### src/rtl/delay_line_ctrl_if.sv
// Sample-strobe, config handshake and RAM address/enable bundle for the delay line controller.
// master drives strobes and config requests; slave (the controller) returns RAM controls and status.
interface delay_line_ctrl_if #(
    parameter int ADDR_W = 13
);
    logic              enable;
    logic              sample_en;
    logic              cfg_req;
    logic [ADDR_W-1:0] cfg_delay;
    logic              cfg_ack;
    logic              wr_en;
    logic [ADDR_W-1:0] wr_addr;
    logic              rd_en;
    logic [ADDR_W-1:0] rd_addr;
    logic              echo_valid;
    logic [ADDR_W-1:0] cur_delay;
    logic [1:0]        state;

    modport master (
        output enable, sample_en, cfg_req, cfg_delay,
        input  cfg_ack, wr_en, wr_addr, rd_en, rd_addr, echo_valid, cur_delay, state
    );

    modport slave (
        input  enable, sample_en, cfg_req, cfg_delay,
        output cfg_ack, wr_en, wr_addr, rd_en, rd_addr, echo_valid, cur_delay, state
    );
endinterface

### src/rtl/delay_line_ctrl.sv
// Fill/run sequencer for a RAM delay line: RAM write/read strobes 1 cycle after sample_en, echo_valid 1 later.
// No backpressure on samples; delay changes use a four-phase cfg_req/cfg_ack handshake.
module delay_line_ctrl #(
    parameter int                ADDR_W        = 13,
    parameter logic [ADDR_W-1:0] DEFAULT_DELAY = 13'd4096
) (
    input  logic               sysclk,
    input  logic               reset_n,
    delay_line_ctrl_if.slave   bus
);
    localparam logic [1:0] ST_IDLE = 2'b00;
    localparam logic [1:0] ST_FILL = 2'b01;
    localparam logic [1:0] ST_RUN  = 2'b10;

    logic [1:0]        state_q;
    logic [ADDR_W-1:0] wr_ptr;
    logic [ADDR_W-1:0] fill_cnt;
    logic [ADDR_W-1:0] cur_delay_q;
    logic [ADDR_W-1:0] wr_addr_q;
    logic [ADDR_W-1:0] rd_addr_q;
    logic              wr_en_q;
    logic              rd_en_q;
    logic              echo_valid_q;
    logic              cfg_ack_q;

    logic              active;
    logic              sample_cyc;
    logic              accept;
    logic              fill_done;
    logic [ADDR_W-1:0] new_delay;

    always_comb begin
        active     = (state_q != ST_IDLE) && bus.enable;
        sample_cyc = active && bus.sample_en;
        accept     = active && bus.cfg_req && !cfg_ack_q;
        fill_done  = (fill_cnt == cur_delay_q - ADDR_W'(1));
        new_delay  = (bus.cfg_delay == '0) ? ADDR_W'(1) : bus.cfg_delay;
    end

    always_ff @(posedge sysclk or negedge reset_n) begin
        if (!reset_n) begin
            state_q      <= ST_IDLE;
            wr_ptr       <= '0;
            fill_cnt     <= '0;
            cur_delay_q  <= DEFAULT_DELAY;
            wr_addr_q    <= '0;
            rd_addr_q    <= '0;
            wr_en_q      <= 1'b0;
            rd_en_q      <= 1'b0;
            echo_valid_q <= 1'b0;
            cfg_ack_q    <= 1'b0;
        end else begin
            wr_en_q      <= sample_cyc;
            rd_en_q      <= sample_cyc && (state_q == ST_RUN);
            // RAM read latency is one cycle, so data lands the cycle after rd_en
            echo_valid_q <= rd_en_q;

            if (sample_cyc) begin
                wr_addr_q <= wr_ptr;
                wr_ptr    <= wr_ptr + ADDR_W'(1);
                if (state_q == ST_RUN) begin
                    rd_addr_q <= wr_ptr - cur_delay_q;
                end
            end

            if (cfg_ack_q && !bus.cfg_req) begin
                cfg_ack_q <= 1'b0;
            end

            case (state_q)
                ST_IDLE: begin
                    if (bus.enable) begin
                        state_q  <= ST_FILL;
                        fill_cnt <= '0;
                    end
                end
                default: begin
                    if (!bus.enable) begin
                        state_q <= ST_IDLE;
                    end else if (accept) begin
                        // a coincident sample already used the old delay/state above
                        cur_delay_q <= new_delay;
                        fill_cnt    <= '0;
                        state_q     <= ST_FILL;
                        cfg_ack_q   <= 1'b1;
                    end else if ((state_q == ST_FILL) && sample_cyc) begin
                        if (fill_done) begin
                            state_q <= ST_RUN;
                        end else begin
                            fill_cnt <= fill_cnt + ADDR_W'(1);
                        end
                    end
                end
            endcase
        end
    end

    assign bus.state      = state_q;
    assign bus.cur_delay  = cur_delay_q;
    assign bus.wr_en      = wr_en_q;
    assign bus.wr_addr    = wr_addr_q;
    assign bus.rd_en      = rd_en_q;
    assign bus.rd_addr    = rd_addr_q;
    assign bus.echo_valid = echo_valid_q;
    assign bus.cfg_ack    = cfg_ack_q;
endmodule
### src/flat_wrapper.sv
// flat-port wrapper written by rule: the top's interface ports become plain ports
module delay_line_ctrl_flat 
#(
    parameter int                ADDR_W        = 13,
    parameter logic [ADDR_W-1:0] DEFAULT_DELAY = 13'd4096
)
  (sysclk, reset_n, bus_enable, bus_sample_en, bus_cfg_req, bus_cfg_delay, bus_cfg_ack, bus_wr_en, bus_wr_addr, bus_rd_en, bus_rd_addr, bus_echo_valid, bus_cur_delay, bus_state);
  delay_line_ctrl_if #(.ADDR_W(ADDR_W)) bus_i ();
  input  logic sysclk;
  input  logic reset_n;
  input wire logic [$bits(bus_i.enable)-1:0] bus_enable;
  input wire logic [$bits(bus_i.sample_en)-1:0] bus_sample_en;
  input wire logic [$bits(bus_i.cfg_req)-1:0] bus_cfg_req;
  input wire logic [$bits(bus_i.cfg_delay)-1:0] bus_cfg_delay;
  output wire logic [$bits(bus_i.cfg_ack)-1:0] bus_cfg_ack;
  output wire logic [$bits(bus_i.wr_en)-1:0] bus_wr_en;
  output wire logic [$bits(bus_i.wr_addr)-1:0] bus_wr_addr;
  output wire logic [$bits(bus_i.rd_en)-1:0] bus_rd_en;
  output wire logic [$bits(bus_i.rd_addr)-1:0] bus_rd_addr;
  output wire logic [$bits(bus_i.echo_valid)-1:0] bus_echo_valid;
  output wire logic [$bits(bus_i.cur_delay)-1:0] bus_cur_delay;
  output wire logic [$bits(bus_i.state)-1:0] bus_state;
  assign bus_i.enable = bus_enable;
  assign bus_i.sample_en = bus_sample_en;
  assign bus_i.cfg_req = bus_cfg_req;
  assign bus_i.cfg_delay = bus_cfg_delay;
  assign bus_cfg_ack = bus_i.cfg_ack;
  assign bus_wr_en = bus_i.wr_en;
  assign bus_wr_addr = bus_i.wr_addr;
  assign bus_rd_en = bus_i.rd_en;
  assign bus_rd_addr = bus_i.rd_addr;
  assign bus_echo_valid = bus_i.echo_valid;
  assign bus_cur_delay = bus_i.cur_delay;
  assign bus_state = bus_i.state;
  delay_line_ctrl #(.ADDR_W(ADDR_W), .DEFAULT_DELAY(DEFAULT_DELAY)) u_core (.sysclk(sysclk), .reset_n(reset_n), .bus(bus_i));
endmodule
### config.mk
export PLATFORM = sky130hd
export DESIGN_NAME = delay_line_ctrl_flat
export DESIGN_NICKNAME = d
export VERILOG_FILES = /design/src/rtl/delay_line_ctrl_if.sv /design/src/rtl/delay_line_ctrl.sv /design/src/flat_wrapper.sv
export SDC_FILE = /design/constraint.sdc
export NUM_CORES = 1
export LEC_CHECK = 0
export CAP_MARGIN = 10
export CELL_PAD_IN_SITES_DETAIL_PLACEMENT = 1
export CELL_PAD_IN_SITES_GLOBAL_PLACEMENT = 2
export CORE_ASPECT_RATIO = 1.4
export CORE_MARGIN = 2
export CORE_UTILIZATION = 30
export DETAILED_ROUTE_END_ITERATION = 6
export PLACE_DENSITY_LB_ADDON = 0.1
export SYNTH_ARGS = -nofsm -noshare
export SYNTH_HDL_FRONTEND = slang
export SYNTH_SLANG_ARGS = --single-unit
export TNS_END_PERCENT = 100
### constraint.sdc
create_clock -name sysclk -period 2.6 [get_ports sysclk]
set_input_delay 0.65 -clock sysclk [delete_from_list [all_inputs] [get_ports sysclk]]
set_output_delay 0.65 -clock sysclk [all_outputs]
set_load 0.005 [all_outputs]
==> reports/metrics.yaml, run 1 <==
die_x_microns: 100
min_path_type: "input port to asynchronous set/reset pin"
synth_cells: 425
stdcell_count: 681
vias: 3466
hold_violations: 0
port_buffers: 62
antenna_found_initial: 0
clk_transition_reported_paths_ns: 0.06
setup_viol: 0
synth_area_leaders: "dfrtp_1 45%, nand2_1 8.0%, ha_1 4.8%"
arrival_ns: 2.85
wl_microns: 11800
die_h_microns: 139
fin_worst_skew_ns: 0.00621
viasPerCell: 5.09
cts_hold_buf: 0
initial_core_util_pct: 30.6
period_minus_slack_ns: 2.58
antenna_cells: 0
slowest_delay_ns: 0.50
critPathSlowestCell: "or4b_4"
yosys_warnings: 0
drtAntennaViolNets: 0
slew_headroom_pct: 43.8
clk_latency_ns: 0.34
synth_area_per_cell_sq_um: 9.19
status: "finished clean"
grt_max_degree: 39
cp.depth: 10
dp_hpwl_microns: 9200
rsz0062_at_grt: "true"
cts_tree: "done"
path_cells: "inv_2 -> ha_4 -> or4b_4 -> or3_1 -> nand4_1 -> a311o_4 -> o21ai_4 -> buf_6 -> or4_4 -> a21oi_2"
ir_drop_v: 0.000353
async_flop_share_pct: 100
drt_iter0_drc: 53
grt_pass1_vias: 3839
leakage_nw: 2.32
ys_seq_area_share_pct: 45.5
drive_gt1_share_pct: 14.4
grt-ovfl-total: 0
cts_made_buffers: 9
grt_pass1_wl_microns: 19300
powerDensity_nw_per_um2: 705
end_kind: "register"
post-route-drc-count: 0
cp-start-kind: "register"
worstMarginPinSlew_ns: 0.835
required_ns: 2.87
synth-main-ff-cell: "dfrtp_1"
synth.top_cell.area_share_pct: 44.9
fin_setup_tns_ns: 0
path_buf_inv: 2
worstRegToRegCells: 10
critPathKind: "register to register"
finalCritPeriodShare_pct: 99.4
synth_edf_count: 0
synth_seq_cells: 71
synthesis.nets: 459
io_pins: 63
yosysTopAreaCell: "dfrtp_1"
routedWlPerCell_microns: 17.3
gr-usage-all-layers_pct: 17.7
drv_slew: 0
core-area_sq_um: 12800
fmax_ghz: 0.387
cts_root_buffer: "clkbuf_16"
crit_family: "simple AND/OR/NAND/NOR gates"
nets: 557
die_area_sq_um: 14000
maxCapViolations: 0
synth_cell_types: 52
areaGrowthSynthToFinish_pct: 35.4
drt_pre_antenna_iters: 4
nFillCells: 1494
netlist_area_sq_um: 3900
cts.sinks: 71
post-place-cells: 662
clockBufferDepth: 2
cp_max_fo: 6
htree_levels: 3
core.rowCount: 49
gp_congestion: 0.809
-- timing repair --
item                                    CTS  global route
endpoints found under the setup margin    8            14
hold endpoints to repair                  0             0
pin swaps                                 5             4
buffers inserted                          3             0
resized for setup                        12             6
-- report_power, final --
group / internal (mW) / total (mW) / leakage (nW) / switching [mW]
logic: 0.600 / 1.23 / 1.24 / 0.626
registers: 1.22 / 1.35 / 0.950 / 0.129
clock network: 0.645 / 1.15 / 0.124 / 0.509
total: 2.46 / 3.73 / 2.32 / 1.26
-- cells by family (layout without fill, tap and decap cells) --
logic type	after synthesis	after routing	share of synthesized area (%)
buf+inv	30	133	3.11
compound gates	93	93	15.2
simple gates	176	176	22.0
mux	1	1	0.288
fa+ha+maj	16	16	5.32
flops	71	71	45.5
xor+xnor	38	38	8.52
-- metrics by stage --
| step | cell area (sq um) | setup WS (ns) | util (%) | power [mW] | hold slack [ns] |
|---|---|---|---|---|---|
| after floorplan | 3910 | 0.00614 | - | 2.02 | 0.354 |
| after global placement | 4930 | -0.0976 | 38.7 | 2.55 | 0.363 |
| after detailed placement | 4930 | -0.147 | 38.7 | 2.58 | 0.374 |
| after CTS | 5270 | 0.00473 | 41.3 | 3.79 | 0.314 |
| after global routing | 5290 | -0.0879 | 41.5 | 3.97 | 0.329 |
| final | 5290 | 0.0153 | 41.5 | 3.73 | 0.292 |
-- worst reg2reg max path, stage by stage, from the launching register on --
cell     delay [ns]
dfrtp_2        0.40
inv_2          0.08
ha_4           0.14
or4b_4         0.50
or3_1          0.32
nand4_1        0.11
a311o_4        0.14
o21ai_4        0.09
buf_6          0.14
or4_4          0.47
a21oi_2        0.12
-- per-layer routing --
layer,routed length [microns],GRT usage (%),vias to the layer above
li1,-,-,1688
met1,4660,19.4,1727
met2,6670,33.7,39
met3,246,2.92,12
met4,198,5.91,0
met5,0,0,-
-- area by class of cell --
| cell class | instances | area, sq um | share of cell area (%) |
|---|---|---|---|
| multi-input combinational | 324 | 2060 | 38.9 |
| clock inverter | 7 | 48.8 | 0.923 |
| sequential | 71 | 1780 | 33.7 |
| inverter | 18 | 67.6 | 1.28 |
| timing repair buffer | 99 | 916 | 17.3 |
| clock buffer | 9 | 225 | 4.26 |
| tap | 153 | 191 | 3.62 |
-- final timing paths --
check / start / endpoint / slack (ns)
worst max-delay path: u_core.bus.cur_delay[1] / u_core.fill_cnt[8] / 0.02
worst min-delay path: reset_n / u_core.bus.state[1] / 0.29
worst max register to register: u_core.bus.cur_delay[1] / u_core.fill_cnt[8] / 0.02
worst min register to register: u_core.bus.rd_en / u_core.bus.echo_valid / 0.39
max in group asynchronous: reset_n / u_core.wr_ptr[12] / 1.72
min in group sysclk: u_core.bus.rd_en / u_core.bus.echo_valid / 0.39
-- placed cells by master, fill, tap and decap left out, types with 3 or more instances in the layout --
cell type,netlist,final
ha_1,15,14
nor2_1,14,13
dfrtp_1,70,68
o21ai_0,37,36
o31ai_1,8,8
a31oi_1,3,3
xor2_1,17,17
buf_4,0,35
nand4_1,7,7
or3_1,7,7
o21ai_1,6,7
and3_1,3,3
a21oi_1,16,14
nand3_1,13,13
o21a_1,3,3
o211ai_1,5,5
nor4_1,7,7
nor3_1,11,9
nor2b_1,4,4
inv_1,18,16
clkbuf_16,0,9
xnor2_1,21,21
nand2_1,83,83
clkinvlp_4,0,4
or4_1,7,6
nand2b_1,11,11
clkdlybuf4s50_1,0,61
-- state kept, by name (all words and copies together) (netlist names) --
name / flops
u_core.bus.echo_valid: 1
u_core.bus.rd_addr: 13
u_core.bus.cur_delay: 13
u_core.wr_ptr: 13
u_core.bus.wr_addr: 13
u_core.bus.cfg_ack: 1
u_core.bus.state: 2
u_core.fill_cnt: 13
u_core.bus.wr_en: 1
u_core.bus.rd_en: 1
-- cell usage after synthesis, drive strengths merged, types with 9 or more instances --
cell	n
ha	15
nor2	15
xnor2	21
nor3	11
inv	18
nand2	83
clkbuf	9
dfrtp	70
nand3	13
xor2	17
o21ai	44
nand2b	11
a21oi	16
Power figures use the tool's default switching activity.
==> run 2, diff against run 1 <==
--- a/config.mk
+++ b/config.mk
@@ -10,9 +10,9 @@
 export CELL_PAD_IN_SITES_GLOBAL_PLACEMENT = 2
 export CORE_ASPECT_RATIO = 1.4
 export CORE_MARGIN = 2
-export CORE_UTILIZATION = 30
+export CORE_UTILIZATION = 33
 export DETAILED_ROUTE_END_ITERATION = 6
-export PLACE_DENSITY_LB_ADDON = 0.1
+export PLACE_DENSITY_LB_ADDON = 0.12
 export SYNTH_ARGS = -nofsm -noshare
 export SYNTH_HDL_FRONTEND = slang
 export SYNTH_SLANG_ARGS = --single-unit
==> constraint.sdc (replaced) <==
create_clock -name sysclk -period 2.8 [get_ports sysclk]
set_input_delay 0.7 -clock sysclk [delete_from_list [all_inputs] [get_ports sysclk]]
set_output_delay 0.7 -clock sysclk [all_outputs]
set_load 0.005 [all_outputs]
==> run 2 against run 1 <==
  * Utilization is 2.5 points higher
  * Count of clock-buffer cells in the layout increased by 2
  * First-iteration DRC count rose by 57%
  * Sequential share of layout area is 0.92 points higher
  * Combinational power shrank 17%
  * Final cell count is 2.9% lower
  * Final area decreased by 2.8%
  * Sequential power fell by 5%
  * Via count is 1.1% lower
  * Setup slack improved by 0.089 ns
  * Worst hold slack gained 0.064 ns
  * Critical path depth unchanged
==> reports/metrics.yaml, run 2 (synthesis gave the netlist of run 1 again) <==
min_path_type: "input port to asynchronous set/reset pin"
initial_core_util_pct: 33.4  # +2.7 points
gr-usage-all-layers_pct: 19.4  # +1.7 points
gp_congestion: 0.790  # -2.4%
crit_end: "u_core.fill_cnt[10]"
r2r-start: "u_core.bus.cur_delay[1]"
hold_slack_ns: 0.356  # +0.0637 ns
cts_root_buffer: "clkbuf_16"
wl_met1_microns: 4500  # -3.4%
grt-ovfl-total: 0  # unchanged
vias: 3429  # -1.1%
finalCritPeriodShare_pct: 96.3  # -3.1 points
mostFrequentLayoutCells: "83 x nand2_1, 70 x dfrtp_1, 61 x clkdlybuf4s50_1"
finalCoreUtilization_pct: 43.9  # +2.5 points
cts_tree: "done"
die_x_microns: 95.9  # -4.5%
powerDensity_nw_per_um2: 663  # -6.0%
critPathKind: "register to register"
cp-start-kind: "register"
drive_gt1_share_pct: 10.3  # -4.1 points
r2r_slack_ns: 0.10  # +0.09 ns
nets: 543  # -2.5%
antenna_cells: 0  # unchanged
drt_iter0_drc: 83  # +57%
wl_met3_microns: 241  # -2.0%
leakage_nw: 2.26  # -2.5%
cp_max_fo: 7  # +1
ir_drop_v: 0.000363  # +3.0%
drtAntennaViolNets: 0  # unchanged
fin_setup_tns_ns: 0  # unchanged
clk_transition_reported_paths_ns: 0.06  # about the same
top_layer_used: "met4"
slew_headroom_pct: 32.9  # -11 points
stdcell_count: 661  # -2.9%
status: "finished clean"
die_h_microns: 133  # -4.5%
drt_pre_antenna_iters: 4  # unchanged
startpoint: "u_core.bus.cur_delay[1]"
nFillCells: 1341  # -10%
die_area_sq_um: 12700  # -8.8%
wl_met2_microns: 6470  # -3.0%
grt_pass1_wl_microns: 18900  # -2.5%
setup_viol: 0  # unchanged
hold_violations: 0  # unchanged
clk_latency_ns: 0.34  # about the same
worstMarginPinSlew_ns: 0.996  # +0.161 ns
grt_pass1_vias: 3730  # -2.8%
core.rowCount: 47  # -4.1%
worstRegToRegCells: 10  # unchanged
post-route-drc-count: 0  # unchanged
viasPerCell: 5.19  # +1.9%
fin_worst_skew_ns: 0.00517  # -0.00103 ns
antenna_found_initial: 0  # unchanged
port_buffers: 62  # unchanged
cts_made_buffers: 9  # unchanged
layout_commonest_cell: "nand2_1"
routedWlPerCell_microns: 17.5  # +0.96%
core-area_sq_um: 11700  # -8.2%
htree_levels: 3  # unchanged
areaGrowthSynthToFinish_pct: 31.6
drv_slew: 0  # unchanged
dp_hpwl_microns: 9010  # -2.1%
wl_microns: 11500  # -2.0%
cts_hold_buf: 0  # unchanged
clockBufferDepth: 2  # unchanged
reg2reg_to: "u_core.fill_cnt[10]"
cts.sinks: 71  # unchanged
post-place-cells: 643  # -2.9%
maxCapViolations: 0  # unchanged
period_minus_slack_ns: 2.70  # +0.111 ns
required_ns: 3.06  # +0.19 ns
io_pins: 63  # unchanged
end_kind: "register"
arrival_ns: 2.96  # +0.11 ns
grt_max_degree: 45  # +15%
fmax_ghz: 0.371  # -4.1%
run 2: how the worst min path moves through the flow:
stage	startpoint	to	slack [ns]	depth (start not counted)
floorplan	u_core.bus.rd_en	u_core.bus.echo_valid	0.38	0
global placement	u_core.bus.rd_en	u_core.bus.echo_valid	0.36	0
detailed placement	u_core.bus.rd_en	u_core.bus.echo_valid	0.37	0
CTS	reset_n	u_core.fill_cnt[11]	0.38	1
global route	u_core.bus.rd_en	u_core.bus.echo_valid	0.39	0
finish	reset_n	u_core.bus.cfg_ack	0.36	1
run 2: per-stage QoR:
| stage | setup slack (ns) | total power, mW | cell area [sq um] |
|---|---|---|---|
| 6_report | 0.104 | 3.41 | 5140 |
| 2_1_floorplan | 0.189 | 1.87 | 3910 |
| 3_5_place_dp | -0.0305 | 2.32 | 4820 |
| 4_1_cts | 0.0707 | 3.45 | 5100 |
| 5_1_grt | -0.0116 | 3.62 | 5140 |
| 3_3_place_gp | 0.0317 | 2.29 | 4820 |
run 2: timing repair:
item                                    in CTS  in global routing
gates resized for setup                      0                  5
endpoints found under the setup margin       0                 10
setup buffers                                0                  2
run 2: layer usage:
metal / vias up / track usage, %
met1: 1698 / 21.7
met2: 49 / 35.4
met4: 0 / 7.94
met3: 18 / 3.13
met5: - / 0
li1: 1664 / -
run 2: final cells by class:
class                      count  area, sq um  area share [%]
multi-input combinational    324         2030            39.4
sequential                    71         1780            34.6
timing repair buffer          85          798            15.5
clock buffer                  11          253            4.92
tap                          147          184            3.58
inverter                      18         67.6            1.31
clock inverter                 5         31.3           0.609
run 2: worst max-delay path: stages, from the launching register on:
cell      delay [ns]
dfrtp_1         0.39
inv_2           0.09
ha_4            0.15
or4b_4          0.50
or3_1           0.36
nand4_1         0.11
a311o_4         0.14
o21ai_4         0.09
clkbuf_2        0.15
or4_1           0.47
a21oi_1         0.15
run 2: power breakdown:
group          leakage [nW]  internal, mW  switching [mW]
combinational          1.16         0.491           0.530
clock                 0.142         0.646           0.457
sequential            0.952          1.13           0.150
==> run 3, diff against run 2 <==
--- a/config.mk
+++ b/config.mk
@@ -12,7 +12,7 @@
 export CORE_MARGIN = 2
 export CORE_UTILIZATION = 33
 export DETAILED_ROUTE_END_ITERATION = 6
-export PLACE_DENSITY_LB_ADDON = 0.12
+export PLACE_DENSITY = 0.87
 export SYNTH_ARGS = -nofsm -noshare
 export SYNTH_HDL_FRONTEND = slang
 export SYNTH_SLANG_ARGS = --single-unit
==> run 3 against run 2 <==
  * Utilization is 0.33 points higher
  * Final area increased by 0.75%
  * Global-route usage is 0.65 points lower
  * Die area stayed put
  * First-iteration DRC count is 2.4% lower
  * Clock skew about the same
  * Sequential power hardly changed
  * Worst hold slack improved by 0.029 ns
  * Combinational power is essentially flat
  * Non-clock buffer count up 1
  * Via count increased by 1.5%
  * Highest routed layer unchanged
==> reports/metrics.yaml, run 3 (synthesis gave the netlist of run 1 again) <==
slowest_delay_ns: 0.52  # +0.02 ns
drive_gt1_share_pct: 10.5  # +0.15 points
multiInputGateArea_sq_um: 2040  # +0.68%
initial_core_util_pct: 33.4  # unchanged
antenna_found_initial: 0  # unchanged
worstRegToRegCells: 10  # unchanged
ctsResizeCount: 0  # unchanged
die_x_microns: 95.9  # unchanged
dp_hpwl_microns: 8660  # -3.9%
cp.depth: 10  # unchanged
cts_made_buffers: 9  # unchanged
setup_viol: 0  # unchanged
areaGrowthSynthToFinish_pct: 32.6
post-route-drc-count: 0  # unchanged
fin_area_sq_um: 5180  # +0.75%
maxCapViolations: 0  # unchanged
path_buf_inv: 2  # unchanged
htree_levels: 3  # unchanged
status: "finished clean"
cpMostUsedCell: "or3_1"
cts.sinks: 71  # unchanged
io_pins: 63  # unchanged
die_area_sq_um: 12700  # unchanged
end_kind: "register"
fmax_ghz: 0.375  # +1.1%
finalCoreUtilization_pct: 44.2  # +0.33 points
nFillCells: 1353  # +0.89%
drv_slew: 0  # unchanged
core-area_sq_um: 11700  # unchanged
grt_pass1_wl_microns: 18500  # -1.8%
routedWlPerCell_microns: 17.0  # -2.8%
die_h_microns: 133  # unchanged
finalCritPeriodShare_pct: 95.2  # -1.1 points
gp_congestion: 0.927  # +17%
cts_root_buffer: "clkbuf_16"
core.rowCount: 47  # unchanged
slew_headroom_pct: 35.7  # +2.8 points
critPathSlowestCell: "or4b_4"
leakage_nw: 2.27  # +0.48%
ir_drop_v: 0.000457  # +26%
intPower_mw: 2.34  # +3.0%
vias: 3482  # +1.5%
layout_commonest_cell: "nand2_1"
register_area_sq_um: 1780  # unchanged
cts_tree: "done"
min_path_type: "input port to asynchronous set/reset pin"
clkPwrFrac_pct: 33.0  # +0.6 points
grt_max_degree: 72  # +60%
cp-start-kind: "register"
drt_iter0_drc: 81  # -2.4%
postCtsSetupBuffers: 0  # unchanged
clockBufferDepth: 2  # unchanged
powerDensity_nw_per_um2: 668  # +0.80%
required_ns: 3.05  # about the same
pwr-share-comb_pct: 30.0  # about the same
crit_family: "simple AND/OR/NAND/NOR gates"
mostFrequentLayoutCells: "83 x nand2_1, 70 x dfrtp_1, 61 x clkdlybuf4s50_1"
drt_pre_antenna_iters: 4  # unchanged
fin_worst_skew_ns: 0.00487  # -0.000305 ns
arrival_ns: 2.91  # -0.05 ns
clk_transition_reported_paths_ns: 0.06  # about the same
grt-ovfl-total: 0  # unchanged
cts_hold_buf: 0  # unchanged
switching_share_pct: 32.4  # -0.95 points
pwr-share-seq_pct: 37.0  # -0.6 points
nets: 545  # +0.37%
critPathKind: "register to register"
viasPerCell: 5.25  # +1.2%
cp_max_fo: 5  # -2
port_buffers: 62  # unchanged
place_area_sq_um: 4840  # +0.47%
period_minus_slack_ns: 2.67  # -0.0302 ns
clk_latency_ns: 0.33  # about the same
drtAntennaViolNets: 0  # unchanged
wl_microns: 11200  # -2.5%
gr-usage-all-layers_pct: 18.7  # -0.65 points
switching_power_mw: 1.12  # -1.3%
hold_violations: 0  # unchanged
antenna_cells: 0  # unchanged
path_cells: "inv_1 -> ha_4 -> or4b_4 -> or3_1 -> nand4_1 -> a311o_4 -> o21ai_4 -> buf_4 -> or3_1 -> a21oi_1"
grt_pass1_vias: 3739  # +0.24%
worstMarginPinSlew_ns: 0.954  # -0.0418 ns
-- run 3: per-stage QoR --
step / TNS [ns] / hold WS (ns) / setup WS [ns] / total power, mW / std cells
after floorplan: 0 / 0.376 / 0.189 / 1.87 / 425
after detailed placement: 0 / 0.383 / 0.0174 / 2.33 / 646
after global routing: -0.00647 / 0.398 / -0.00647 / 3.67 / 663
after global placement: 0 / 0.362 / 0.0668 / 2.29 / 646
final: 0 / 0.386 / 0.135 / 3.46 / 663
after CTS: 0 / 0.396 / 0.0455 / 3.49 / 662
-- run 3: final cells by class --
| class | count | share of cell area, % |
|---|---|---|
| multi-input combinational | 325 | 39.4 |
| sequential | 71 | 34.3 |
| timing repair buffer | 86 | 15.6 |
| inverter | 18 | 1.30 |
| clock inverter | 6 | 1.16 |
| clock buffer | 10 | 4.62 |
| tap | 147 | 3.55 |
-- run 3: final timing paths --
path | slack [ns] | start | to
max | 0.13 | u_core.bus.cur_delay[1] | u_core.fill_cnt[4]
min | 0.39 | reset_n | u_core.bus.cfg_ack
min in group sysclk | 0.39 | u_core.bus.rd_en | u_core.bus.echo_valid
max reg2reg | 0.13 | u_core.bus.cur_delay[1] | u_core.fill_cnt[4]
min reg2reg | 0.39 | u_core.bus.rd_en | u_core.bus.echo_valid
max in group asynchronous | 2.06 | reset_n | u_core.bus.cur_delay[12]
-- run 3: per-layer routing --
layer	track usage (%)	part of all wire (%)	vias up
li1	-	-	1672
met1	22.4	42	1730
met2	33.1	54	60
met3	3.36	2.0	20
met4	6.43	2.5	0
met5	0	0	-
-- run 3: power by group through the flow --
stage | clock [mW] | sequential (mW) | combinational, mW
final | 1.14 | 1.28 | 1.04
after detailed placement | 0 | 1.29 | 1.04
after CTS | 1.16 | 1.28 | 1.04
after global routing | 1.21 | 1.30 | 1.16
after global placement | 0 | 1.29 | 1.00
after floorplan | 0 | 1.26 | 0.614
